File: src/rtl/pool_pkg.sv
// Shared types and width helpers for the 2x2 stride-2 pooling engine.
package pool_pkg;

    typedef enum logic {
        POOL_AVG = 1'b0,
        POOL_MAX = 1'b1
    } pool_mode_e;

    typedef enum logic [1:0] {
        IDLE,
        RUN,
        DRAIN,
        DONE
    } pool_state_e;

    function automatic int part_w(input int data_w);
        return data_w + 1;
    endfunction

    function automatic int cnt_w(input int n);
        return (n > 1) ? $clog2(n) : 1;
    endfunction

endpackage

File: src/rtl/pool_line_buf.sv
// Holds one row of horizontal pair results until the matching odd row arrives.
module pool_line_buf #(
    parameter int WIDTH = 17,
    parameter int DEPTH = 14,
    parameter int AW    = 4
) (
    input  logic             clk,
    input  logic             we,
    input  logic [AW-1:0]    waddr,
    input  logic [WIDTH-1:0] wdata,
    input  logic [AW-1:0]    raddr,
    output logic [WIDTH-1:0] rdata
);

    logic [WIDTH-1:0] mem [DEPTH];

    always_ff @(posedge clk) begin
        if (we) mem[waddr] <= wdata;
    end

    assign rdata = mem[raddr];

endmodule

File: src/rtl/pool2x2_stream.sv
// Streaming 2x2 stride-2 average/max pooling with ready/valid on both sides.
module pool2x2_stream
    import pool_pkg::*;
#(
    parameter int DATA_W = 16,
    parameter int IMG_W  = 28,
    parameter int IMG_H  = 28
) (
    input  logic              clk,
    input  logic              rst,
    input  logic              start,
    input  logic              mode,
    input  logic              in_valid,
    output logic              in_ready,
    input  logic [DATA_W-1:0] in_pixel,
    output logic              out_valid,
    input  logic              out_ready,
    output logic [DATA_W-1:0] out_pixel,
    output logic              busy,
    output logic              finish
);

    localparam int PW   = part_w(DATA_W);
    localparam int CW   = cnt_w(IMG_W);
    localparam int RW   = cnt_w(IMG_H);
    localparam int LB_N = IMG_W / 2;
    localparam int AW   = cnt_w(LB_N);

    pool_state_e state, state_nx;
    pool_mode_e  mode_q;

    logic [CW-1:0]     col;
    logic [RW-1:0]     row;
    logic [DATA_W-1:0] hold_reg;
    logic              acc, last_px, lb_we, emit;
    logic [AW-1:0]     lb_idx;

    logic signed [PW-1:0]     ha, hb, pair, lb_rd;
    logic signed [DATA_W+1:0] la, pa, sum4, shr;
    logic [DATA_W-1:0]        res;

    always_ff @(posedge clk or posedge rst) begin
        if (rst) state <= IDLE;
        else     state <= state_nx;
    end

    always_comb begin
        state_nx = state;
        unique case (state)
            IDLE:    if (start) state_nx = RUN;
            RUN:     if (acc && last_px) state_nx = DRAIN;
            DRAIN:   if (!out_valid || out_ready) state_nx = DONE;
            DONE:    state_nx = IDLE;
            default: state_nx = IDLE;
        endcase
    end

    always_comb begin
        busy     = (state == RUN) || (state == DRAIN);
        finish   = (state == DONE);
        in_ready = (state == RUN) && (!out_valid || out_ready);
    end

    assign acc     = in_valid && in_ready;
    assign last_px = (col == CW'(IMG_W - 1)) && (row == RW'(IMG_H - 1));
    assign lb_idx  = AW'(col >> 1);
    assign lb_we   = acc && col[0] && !row[0];
    assign emit    = acc && col[0] && row[0];

    assign ha = {hold_reg[DATA_W-1], hold_reg};
    assign hb = {in_pixel[DATA_W-1], in_pixel};

    always_comb begin
        pair = ha + hb;
        if (mode_q == POOL_MAX) pair = (ha > hb) ? ha : hb;
    end

    // Four-pixel sum needs two guard bits so the floor shift cannot overflow.
    assign la   = {lb_rd[PW-1], lb_rd};
    assign pa   = {pair[PW-1], pair};
    assign sum4 = la + pa;
    assign shr  = sum4 >>> 2;

    always_comb begin
        res = shr[DATA_W-1:0];
        if (mode_q == POOL_MAX)
            res = (lb_rd > pair) ? lb_rd[DATA_W-1:0] : pair[DATA_W-1:0];
    end

    pool_line_buf #(
        .WIDTH (PW),
        .DEPTH (LB_N),
        .AW    (AW)
    ) u_line_buf (
        .clk   (clk),
        .we    (lb_we),
        .waddr (lb_idx),
        .wdata (pair),
        .raddr (lb_idx),
        .rdata (lb_rd)
    );

    always_ff @(posedge clk or posedge rst) begin
        if (rst) begin
            col      <= '0;
            row      <= '0;
            hold_reg <= '0;
            mode_q   <= POOL_AVG;
        end else if (state == IDLE && start) begin
            col    <= '0;
            row    <= '0;
            mode_q <= pool_mode_e'(mode);
        end else if (acc) begin
            if (!col[0]) hold_reg <= in_pixel;
            if (col == CW'(IMG_W - 1)) begin
                col <= '0;
                row <= (row == RW'(IMG_H - 1)) ? '0 : row + 1'b1;
            end else begin
                col <= col + 1'b1;
            end
        end
    end

    always_ff @(posedge clk or posedge rst) begin
        if (rst) begin
            out_valid <= 1'b0;
            out_pixel <= '0;
        end else if (emit) begin
            out_valid <= 1'b1;
            out_pixel <= res;
        end else if (out_ready) begin
            out_valid <= 1'b0;
        end
    end

endmodule

File: config.mk
export PLATFORM = sky130hd
export DESIGN_NAME = pool2x2_stream
export DESIGN_NICKNAME = d
export VERILOG_FILES = /design/src/rtl/pool_pkg.sv /design/src/rtl/pool_line_buf.sv /design/src/rtl/pool2x2_stream.sv
export SDC_FILE = /design/constraint.sdc
export NUM_CORES = 1
export LEC_CHECK = 0
export ABC_AREA = 1
export ABC_CLOCK_PERIOD_IN_PS = 9120
export BUFFER_PORTS_ARGS = -buffer_cell sky130_fd_sc_hd__buf_2
export CAP_MARGIN = 15
export CORE_ASPECT_RATIO = 1.2
export CORE_UTILIZATION = 30
export CTS_CLUSTER_DIAMETER = 100
export DETAILED_ROUTE_END_ITERATION = 10
export PLACE_DENSITY = 0.46
export SLEW_MARGIN = 20
export SYNTH_ARGS = -nofsm -noshare
export SYNTH_HDL_FRONTEND = slang
export SYNTH_HIERARCHICAL = 1
export SYNTH_SLANG_ARGS = --single-unit
File: constraint.sdc
create_clock -name clk -period 9.12 [get_ports clk]
set_clock_uncertainty 0.1 [all_clocks]
set_input_delay 0.456 -clock clk [delete_from_list [all_inputs] [get_ports clk]]
set_output_delay 0.456 -clock clk [all_outputs]
set_load 0.01 [all_outputs]
==> flow_summary.toml, run 1 <==
[critical_path]
cp.required_ps = 9510
crit_path_start_kind = "flop"
cp_slowest_cell = "nor4_1"
cp_data_arrival_time_ps = 5790
slowest_delay_ps = 420
cp_num_buf_inv = 4
cp_top_family = "simple AND/OR/NAND/NOR gates"
path_max_fanout = 16
end_kind = "flop"
crit_type = "flop to flop"
cpMostUsedCell = "nand2_1"

[route]
num_vias = 11519
viasPerCell = 4.68
dr.max_layer_used = "met4"
drtPass1Iterations = 5
detail_route.wl_per_cell_um = 17.8
wl_um = 43700
drtIter0Drc = 747
drt.antenna.violating_nets = 0
wl_met1_um = 19500
wl_met3_um = 1930
drcViolationCount = 0
dr_wl_met2_um = 21000

[sta]
finalSetupViolCount = 0
fmax_mhz = 185
finalSetupTns_ps = 0
hold_violations = 0
final_max_slew_viol_count = 0
worst_pin_slew_ps = 938
max-slew-margin-rel_pct = 37.4
finalCritPeriodShare_pct = 59.3
rsz0062_at_grt = "false"
period_needed_ps = 5410

[layout]
fin_cells = 2460
area_growth_syn_to_layout_pct = 12.5
largest_reg_flops = 238
fin_util_pct = 34.1
diodes = 0
drive_above_1_share_pct = 11.5
nNetsFinal = 1834

[status]
status = "finished, final reports clean"

[synthesis]
syn_area_um2 = 15600
ys_warn_count = 6
ys_ff_latch = 284
synth_cell_types = 55
synth-seq-area-share_pct = 53.4
synth_edf_count = 238
synthCells = 1715
synth.avg_cell_area_um2 = 9.07
synthFlopType = "edfxtp_1"
async_reset_ff_share_pct = 16.2
syn-num-nets = 1809

[global_route]
grt_usage_pct = 16.5
grt_max_degree = 89
antenna_found_initial = 0
grt_pass1_vias = 11209
grt_pass1_wl_um = 67000
grt-ovfl-total = 0

[job]
max-cap-violations = 0

[floorplanning]
ios = 42
die_h_um = 251
die_w_um = 210
dieArea_um2 = 52800
start_util_pct = 30.3
rows = 91
core-area_um2 = 51400

[placed_design]
dpl.hpwl_um = 26500
dpl.cell_count = 2402
gp_congestion = 0.874
portBuffers = 41

[clock_network]
htreeDepth = 1
clock-sinks = 284
cts_resized = 0
clkTransAtPathRegs_ps = 60
numCtsBuffers = 30
clock_path_buffers = 3
clock_latency_ps = 580
cts_tree = "yes"
root_buffer = "clkbuf_16"

[hold_path]
hp-class = "primary input to flop"

[power]
vdd_ir_drop_max_uv = 308
p_leak_uw = 0.00776
p_total_uw = 7120
power.density_nw_per_um2 = 407
[power by group]
part           internal [µW]  switching [µW]
sequential              1880             105
combinational           1130            2730
clock                    752             530
[metrics by stage]
step                hold slack, ps  setup WS, ps  area (µm²)
floorplan                      368          4660       15600
global placement               400          3480       16400
detailed placement             395          3500       16400
CTS                           20.6          3700       17500
global route                  52.5          3200       17500
finish                        40.4          3710       17500
[cells in the mapped netlist, drive strengths merged, types with 3 or more instances]
library cell,count,area [µm²]
o211ai,4,30.0
nand2,496,1900
nand3,224,1340
nor4,3,18.8
inv,267,1010
o31ai,4,30.0
or2,6,37.5
edfxtp,238,7150
buf,54,377
a211oi,4,35.0
nor3,16,85.1
dfrtp,46,1150
nor2,91,344
clkbuf,15,56.3
a21o,4,30.0
a221oi,3,26.3
a21oi,84,465
nand4,5,46.3
xor2,6,52.6
ha,71,888
o21ai,51,255
[placed cells by master (no fill, tap or decap), types with 6 or more instances in the layout]
| cell | n |
|---|---|
| nand3_2 | 37 |
| dfrtp_1 | 44 |
| nor2_1 | 76 |
| clkbuf_8 | 6 |
| nand3_1 | 184 |
| a21oi_1 | 72 |
| nand2_1 | 487 |
| nor3_1 | 13 |
| a21oi_2 | 12 |
| buf_4 | 18 |
| o21ai_0 | 42 |
| inv_1 | 260 |
| edfxtp_1 | 238 |
| xor2_1 | 6 |
| nor2_4 | 8 |
| buf_2 | 41 |
| nor2_2 | 7 |
| ha_1 | 71 |
| o21ai_1 | 9 |
| clkbuf_16 | 31 |
[worst paths after layout]
path,to,startpoint,cells past startpoint,slack [ps]
min in group asynchronous,hold_reg[11],rst,4,500
worst max-delay path,out_pixel[1],hold_reg[3],26,3710
max in group asynchronous,col[1],rst,4,7900
worst max register to register,out_pixel[1],hold_reg[3],26,3710
worst min-delay path,hold_reg[10],in_pixel[10],3,40
worst min register to register,row[1],row[1],2,410
[worst min-delay path: cells and delay by family]
kind / cells / cell delay [ps]
simple gates: 1 / 50
buf+inv: 1 / 110
compound gates: 1 / 60
[layer usage]
layer | vias up | global-route usage, %
met5 | - | 0
met4 | 0 | 5.34
met3 | 86 | 1.66
met2 | 266 | 28.3
met1 | 5496 | 21.8
li1 | 5671 | -
[what timing repair did]
item / CTS / global route
hold buffers: 2 / 0
buffers inserted: 0 / 0
endpoints found under the hold margin: 47 / 0
[cells by family (layout without fill, tap and decap cells)]
family,count (synthesis),in the layout,share of synthesized area [%]
AO/OA/AOI/OAI,174,174,6.81
AND/OR/NAND/NOR,842,842,24.4
flip-flops,284,284,53.4
XOR/XNOR,7,7,0.394
buffers and inverters,336,384,9.26
adder cells (fa/ha/maj),72,72,5.84
[final cells by class]
type,instances,area (µm²)
fillers,5297,33900
repair buffers,62,388
clock inverters,13,149
inverters,267,1010
multi-input cells,1095,5900
flip-flops and latches,284,8300
clock buffers,42,877
well taps,697,872
(Power assumes the default switching activity.)
==> run 2: changes to the inputs <==
--- a/config.mk
+++ b/config.mk
@@ -5,8 +5,8 @@
 export SDC_FILE = /design/constraint.sdc
 export NUM_CORES = 1
 export LEC_CHECK = 0
-export ABC_AREA = 1
-export ABC_CLOCK_PERIOD_IN_PS = 9120
+export ABC_AREA = 0
+export ABC_CLOCK_PERIOD_IN_PS = 5500
 export BUFFER_PORTS_ARGS = -buffer_cell sky130_fd_sc_hd__buf_2
 export CAP_MARGIN = 15
 export CORE_ASPECT_RATIO = 1.2
==> constraint.sdc (replaced) <==
create_clock -name clk -period 5.5 [get_ports clk]
set_clock_uncertainty 0.1 [all_clocks]
set_input_delay 0.275 -clock clk [delete_from_list [all_inputs] [get_ports clk]]
set_output_delay 0.275 -clock clk [all_outputs]
set_load 0.01 [all_outputs]
==> run 2 against run 1 <==
Compared with the run above:
- flip-flop and latch count did not move
- fmax rose by 2.4%
- cell count fell by 29%
- critical endpoint is now out_pixel[15]
- largest power group unchanged
==> flow_summary.toml, run 2 <==
[synthesis]
synth_cell_types = 68
syn_area_um2 = 13900
synth.avg_cell_area_um2 = 13.9
syn-num-nets = 1093
synth-seq-area-share_pct = 59.8
ys_warn_count = 6
synth_commonest_cells = "edfxtp_1 (238), ha_1 (71), nor2_1 (63), nand2_1 (62), a21oi_1 (61)"
synth_edf_count = 238
async_reset_ff_share_pct = 16.2
yosys.area.top_type = "edfxtp_1"
synthFlopType = "edfxtp_1"
synth.most_common_cell = "edfxtp_1"
synthCells = 999
synth_top_cells_by_area = "edfxtp_1 (51%), dfrtp_1 (8.3%), mux4_2 (8.3%), ha_1 (6.4%), mux2i_1 (3.1%)"
synth_top_area_share_pct = 51.5
ys_ff_latch = 284

[hold_path]
hp-start = "in_valid"
hp-class = "primary input to flop"

[clock_network]
cts_tree = "yes"
clock_latency_ps = 570
clock-sinks = 284
clock_path_buffers = 3
clkTransAtPathRegs_ps = 60
htreeDepth = 1
root_buffer = "clkbuf_16"
numCtsBuffers = 30

[critical_path]
ff2ff_setup_slack_ps = 220
crit_path_start_kind = "flop"
slowest_delay_ps = 550
cp.required_ps = 5860
cp_slowest_cell = "or4b_4"
reg2regPathDepth = 20
crit_type = "flop to flop"
r2r-start = "hold_reg[15]"
cp_data_arrival_time_ps = 5640
path_cells = "ha_1, nand4_2, o221ai_1, a211oi_1, or4b_4, nand2_4, mux2i_1, a21oi_1, ha_1, a21o_1, a21oi_1, o21ai_0, a211oi_1, buf_4, a21oi_1, a21o_1, a31o_2, a211oi_1, o22ai_1, a211oi_1"
rr_endpoint = "out_pixel[15]"
crit_path_end = "out_pixel[15]"
path_depth = 20
cp_top_family = "compound AO/OA/AOI/OAI gates"
path_max_fanout = 8
cp_num_buf_inv = 1
cpMostUsedCell = "a211oi_1"
end_kind = "flop"
startpoint = "hold_reg[15]"

[global_route]
grt-ovfl-total = 0
grt_max_degree = 47
grt_pass1_vias = 8873
antenna_found_initial = 0
grt_usage_pct = 15.5
grt_pass1_wl_um = 54700

[placed_design]
gp_congestion = 0.829
dpl.hpwl_um = 24600
placed_area_um2 = 15100
portBuffers = 41

[layout]
drive_above_1_share_pct = 22.4
n_fill_cell = 4464
nNetsFinal = 1205
fin_util_pct = 36.0
layout_common_cells = "edfxtp_1 (238), ha_1 (71), buf_4 (63), nand2_1 (62), a21oi_1 (59)"
layout_commonest_cell = "edfxtp_1"
final_area_um2 = 16300
largest_reg_flops = 238
diodes = 0
area_growth_syn_to_layout_pct = 17.6

[sta]
hold_violations = 0
worst_pin_slew_ps = 973
max-slew-margin-rel_pct = 34.8
period_needed_ps = 5280
finalSetupViolCount = 0
fmax_mhz = 189
finalCritPeriodShare_pct = 96.0
final_max_slew_viol_count = 0

[route]
detail_route.wl_per_cell_um = 20.4
drtPass1Iterations = 4
drtIter0Drc = 546
num_vias = 8510
viasPerCell = 4.88
drt.antenna.violating_nets = 0
drcViolationCount = 0
wl_um = 35600

[power]
p_leak_uw = 0.00597
power.density_nw_per_um2 = 591
vdd_ir_drop_max_uv = 268

[job]
max-cap-violations = 0

[status]
status = "finished, final reports clean"

[floorplanning]
start_util_pct = 30.6
ios = 42
core-area_um2 = 45300
die_h_um = 238
die_w_um = 198
dieArea_um2 = 47100
rows = 85
## run 2: routing by layer
metal	vias up	wire length [µm]	share of wire, %	GRT usage (%)
li1	4029	-	-	-
met2	149	18200	51	27.8
met5	-	0	0	0
met3	43	1590	4.5	2.19
met4	0	617	1.7	3.64
met1	4289	15200	43	19.7
## run 2: worst min-delay path by stage
stage / end / slack (ps) / depth (start not counted)
2_1_floorplan: mode_q / 290 / 2
3_3_place_gp: out_pixel[6] / 380 / 2
3_5_place_dp: out_pixel[6] / 390 / 2
4_1_cts: col[1] / 30 / 4
5_1_grt: col[1] / 60 / 4
6_report: col[1] / 40 / 4
## run 2: cells by family (layout without fill, tap and decap cells)
| family | count (synthesis) | in the layout | share of synthesized area, % |
|---|---|---|---|
| AO/OA/AOI/OAI | 194 | 194 | 8.52 |
| AND/OR/NAND/NOR | 213 | 213 | 7.44 |
| adder cells (fa/ha/maj) | 72 | 72 | 6.55 |
| buffers and inverters | 100 | 235 | 3.30 |
| multiplexers | 115 | 115 | 13.1 |
| flip-flops | 284 | 284 | 59.8 |
| XOR/XNOR | 21 | 21 | 1.33 |
## run 2: repair_timing
action	CTS	global route
gates resized for setup	0	12
endpoints found under the setup margin	0	16
endpoints found under the hold margin	64	0
hold buffers	19	0
buffers inserted	0	1
## run 2: cell type report
class | instances | area (µm²) | area share, %
repair buffers | 124 | 880 | 5.39
inverters | 56 | 210 | 1.29
clock inverters | 17 | 143 | 0.874
well taps | 609 | 762 | 4.67
multi-input cells | 615 | 5220 | 32.0
flip-flops and latches | 284 | 8300 | 50.9
clock buffers | 38 | 802 | 4.91
## run 2: worst register-to-register path, cell delays in order (launching register included)
cell	delay, ps
dfrtp_1	410
ha_1	390
nand4_2	180
o221ai_1	260
a211oi_1	130
or4b_4	550
nand2_4	150
mux2i_1	260
a21oi_1	130
ha_1	320
a21o_1	210
a21oi_1	240
o21ai_0	190
a211oi_1	310
buf_4	190
a21oi_1	110
a21o_1	230
a31o_2	280
a211oi_1	240
o22ai_1	100
a211oi_1	220
## run 2: metrics by stage
stage | setup TNS, ps | cells | power (µW) | worst slack [ps] | hold slack, ps
after floorplan | 0 | 999 | 6210 | 200 | 292
after global placement | 0 | 1668 | 7660 | 17.9 | 384
after detailed placement | -58.2 | 1668 | 7660 | -53.2 | 386
after CTS | 0 | 1742 | 9670 | 18.8 | 27.3
after global routing | -41.5 | 1743 | 10300 | -19.8 | 61.9
final | 0 | 1743 | 9650 | 220 | 37.4
## run 2: where the power goes
part	internal (µW)	switching [µW]	leakage, µW	total, µW
clock	1120	843	0.000458	1970
sequential	2990	159	0.00275	3150
combinational	1840	2700	0.00276	4540
==> run 3: changes to the inputs <==
--- a/config.mk
+++ b/config.mk
@@ -7,7 +7,7 @@
 export LEC_CHECK = 0
 export ABC_AREA = 0
 export ABC_CLOCK_PERIOD_IN_PS = 5500
-export BUFFER_PORTS_ARGS = -buffer_cell sky130_fd_sc_hd__buf_2
+export BUFFER_PORTS_ARGS = -buffer_cell sky130_fd_sc_hd__clkbuf_2
 export CAP_MARGIN = 15
 export CORE_ASPECT_RATIO = 1.2
 export CORE_UTILIZATION = 30
==> run 3 against run 2 <==
Compared with the run above:
- critical path depth grew 4
- utilization grew 0.17 points
- combinational power grew 6.2%
- count of clock-buffer cells in the layout grew 1
- first-iteration DRC count shrank 13%
- global-route usage is essentially flat
==> flow_summary.toml, run 3 (synthesis gave the netlist of run 2 again) <==
[global_route]
grt_pass1_vias = 8919
grt-ovfl-total = 0
gr-usage-met1_pct = 19.8
grt_pass1_wl_um = 54600
use_met2_pct = 27.1
top_usage_layer = "met2"
grt_usage_pct = 15.5
antenna_found_initial = 0
grt_max_degree = 47
use_met3_pct = 2.28

[layout]
layout_commonest_cell = "edfxtp_1"
nNetsFinal = 1204
regArea_um2 = 8300
area_growth_syn_to_layout_pct = 18.1
largest_reg_flops = 238
fin_cells = 1743
layout_common_cells = "edfxtp_1 (238), ha_1 (70), nand2_1 (62), buf_4 (59), a21oi_1 (57)"
diodes = 0
n_fill_cell = 4463
multi_input_area_um2 = 5260
drive_above_1_share_pct = 23.0
final_area_um2 = 16400

[critical_path]
slowest_delay_ps = 560
path_max_fanout = 16
crit_type = "primary input to flop"
path_cells = "dlygate4sd3_1, clkbuf_2, inv_1, ha_1, nand4_2, a211oi_1, a211oi_1, or4b_4, nand2_4, buf_6, mux2i_1, mux2i_1, ha_1, nor4bb_4, nand4_1, nor2_1, nand4_1, a21oi_1, a21oi_2, a211oi_4, buf_4, buf_12, mux2i_2, o211ai_1"
cp.required_ps = 5810
cp_data_arrival_time_ps = 5600
crit_path_start_kind = "primary input"
end_kind = "flop"
cp_slowest_cell = "or4b_4"

[floorplanning]
ios = 42
start_util_pct = 30.6
rows = 85
dieArea_um2 = 47100
core-area_um2 = 45300
die_w_um = 198
die_h_um = 238

[sta]
worst_pin_slew_ps = 979
max-slew-margin-rel_pct = 34.8
period_needed_ps = 5290
final_max_slew_viol_count = 0
finalSetupViolCount = 0
fmax_mhz = 189
hold_violations = 0
finalCritPeriodShare_pct = 96.1

[clock_network]
cts_tree = "yes"
clock_latency_ps = 560
root_buffer = "clkbuf_16"
numCtsBuffers = 30
clock-sinks = 284
clkTransAtPathRegs_ps = 60
htreeDepth = 1
clock_path_buffers = 3

[route]
viasPerCell = 4.92
wl_um = 36000
drt.antenna.violating_nets = 0
drtPass1Iterations = 5
num_vias = 8570
drtIter0Drc = 477
detail_route.wl_per_cell_um = 20.7
drcViolationCount = 0

[placed_design]
gp_congestion = 0.813
placed_area_um2 = 15100
dpl.cell_count = 1663
dpl.hpwl_um = 24600
portBuffers = 41

[status]
status = "finished, final reports clean"

[power]
vdd_ir_drop_max_uv = 247
p_leak_uw = 0.00598
power.density_nw_per_um2 = 606

[job]
max-cap-violations = 0

[hold_path]
hp-class = "primary input to flop"
-- run 3: cell count changes in the layout (fill, tap and decap cells not counted), moves of 2 or more --
cell       previous run  this run
a21oi_1              59        57
clkbuf_16            31        33
mux2i_1              43        41
o21ai_0              39        37
o21ai_1              12        14
buf_4                63        59
buf_2                41         0
a21oi_2               2         4
mux2i_2               0         2
clkbuf_2              0        41
-- run 3: critical path: cells and delay by family --
family	cells	cell delay [ps]
AO/OA/AOI/OAI	6	950
adder cells (fa/ha/maj)	2	760
buffers and inverters	6	1260
multiplexers	3	630
AND/OR/NAND/NOR	7	1710
-- run 3: per-layer routing --
| layer | share of wire [%] | vias to the layer above |
|---|---|---|
| met1 | 43 | 4359 |
| met4 | 2.4 | 0 |
| li1 | - | 4013 |
| met3 | 3.6 | 57 |
| met2 | 51 | 141 |
| met5 | 0 | - |
-- run 3: report_power, final --
part / internal, µW / leakage (µW) / switching, µW
clock network: 1130 / 0.000460 / 840
logic: 2010 / 0.00276 / 2810
registers: 2990 / 0.00275 / 167
total: 6120 / 0.00598 / 3820
-- run 3: path summary, 6_finish.rpt --
kind | start | end | slack (ps) | depth (start not counted)
worst max-delay path | in_pixel[13] | out_pixel[14] | 210 | 24
worst min-delay path | in_valid | col[1] | 80 | 4
worst max register to register | hold_reg[13] | out_pixel[14] | 220 | 21
worst min register to register | out_pixel[0] | out_pixel[0] | 420 | 2
max in group asynchronous | rst | col[1] | 4420 | 4
min in group asynchronous | rst | row[1] | 340 | 4
-- run 3: through the flow --
stage	setup TNS, ps	setup slack, ps	util, %	hold WS [ps]	power (µW)
global route	-19.5	-19.5	36.2	99.6	10600
global placement	-211	-101	33.3	393	7710
detailed placement	-46.8	-31.9	33.3	403	7700
finish	0	214	36.2	77.2	9940
floorplan	0	200	-	292	6210
CTS	0	1.47	35.9	74.2	9710
-- run 3: cell type report --
type	count	area share [%]
clock buffer	39	4.91
clock inverter	17	0.862
inverter	56	1.28
multi-input combinational	615	32.0
sequential	284	50.6
tap	609	4.65
timing repair buffer	123	5.61
-- run 3: what timing repair did --
| action | CTS | global route |
|---|---|---|
| endpoints found under the hold margin | 64 | 0 |
| endpoints found under the setup margin | 1 | 16 |
| resized for setup | 1 | 20 |
| buffers inserted | 0 | 3 |
| hold buffers | 19 | 0 |
| cloned | 0 | 2 |
| pin swaps | 0 | 6 |
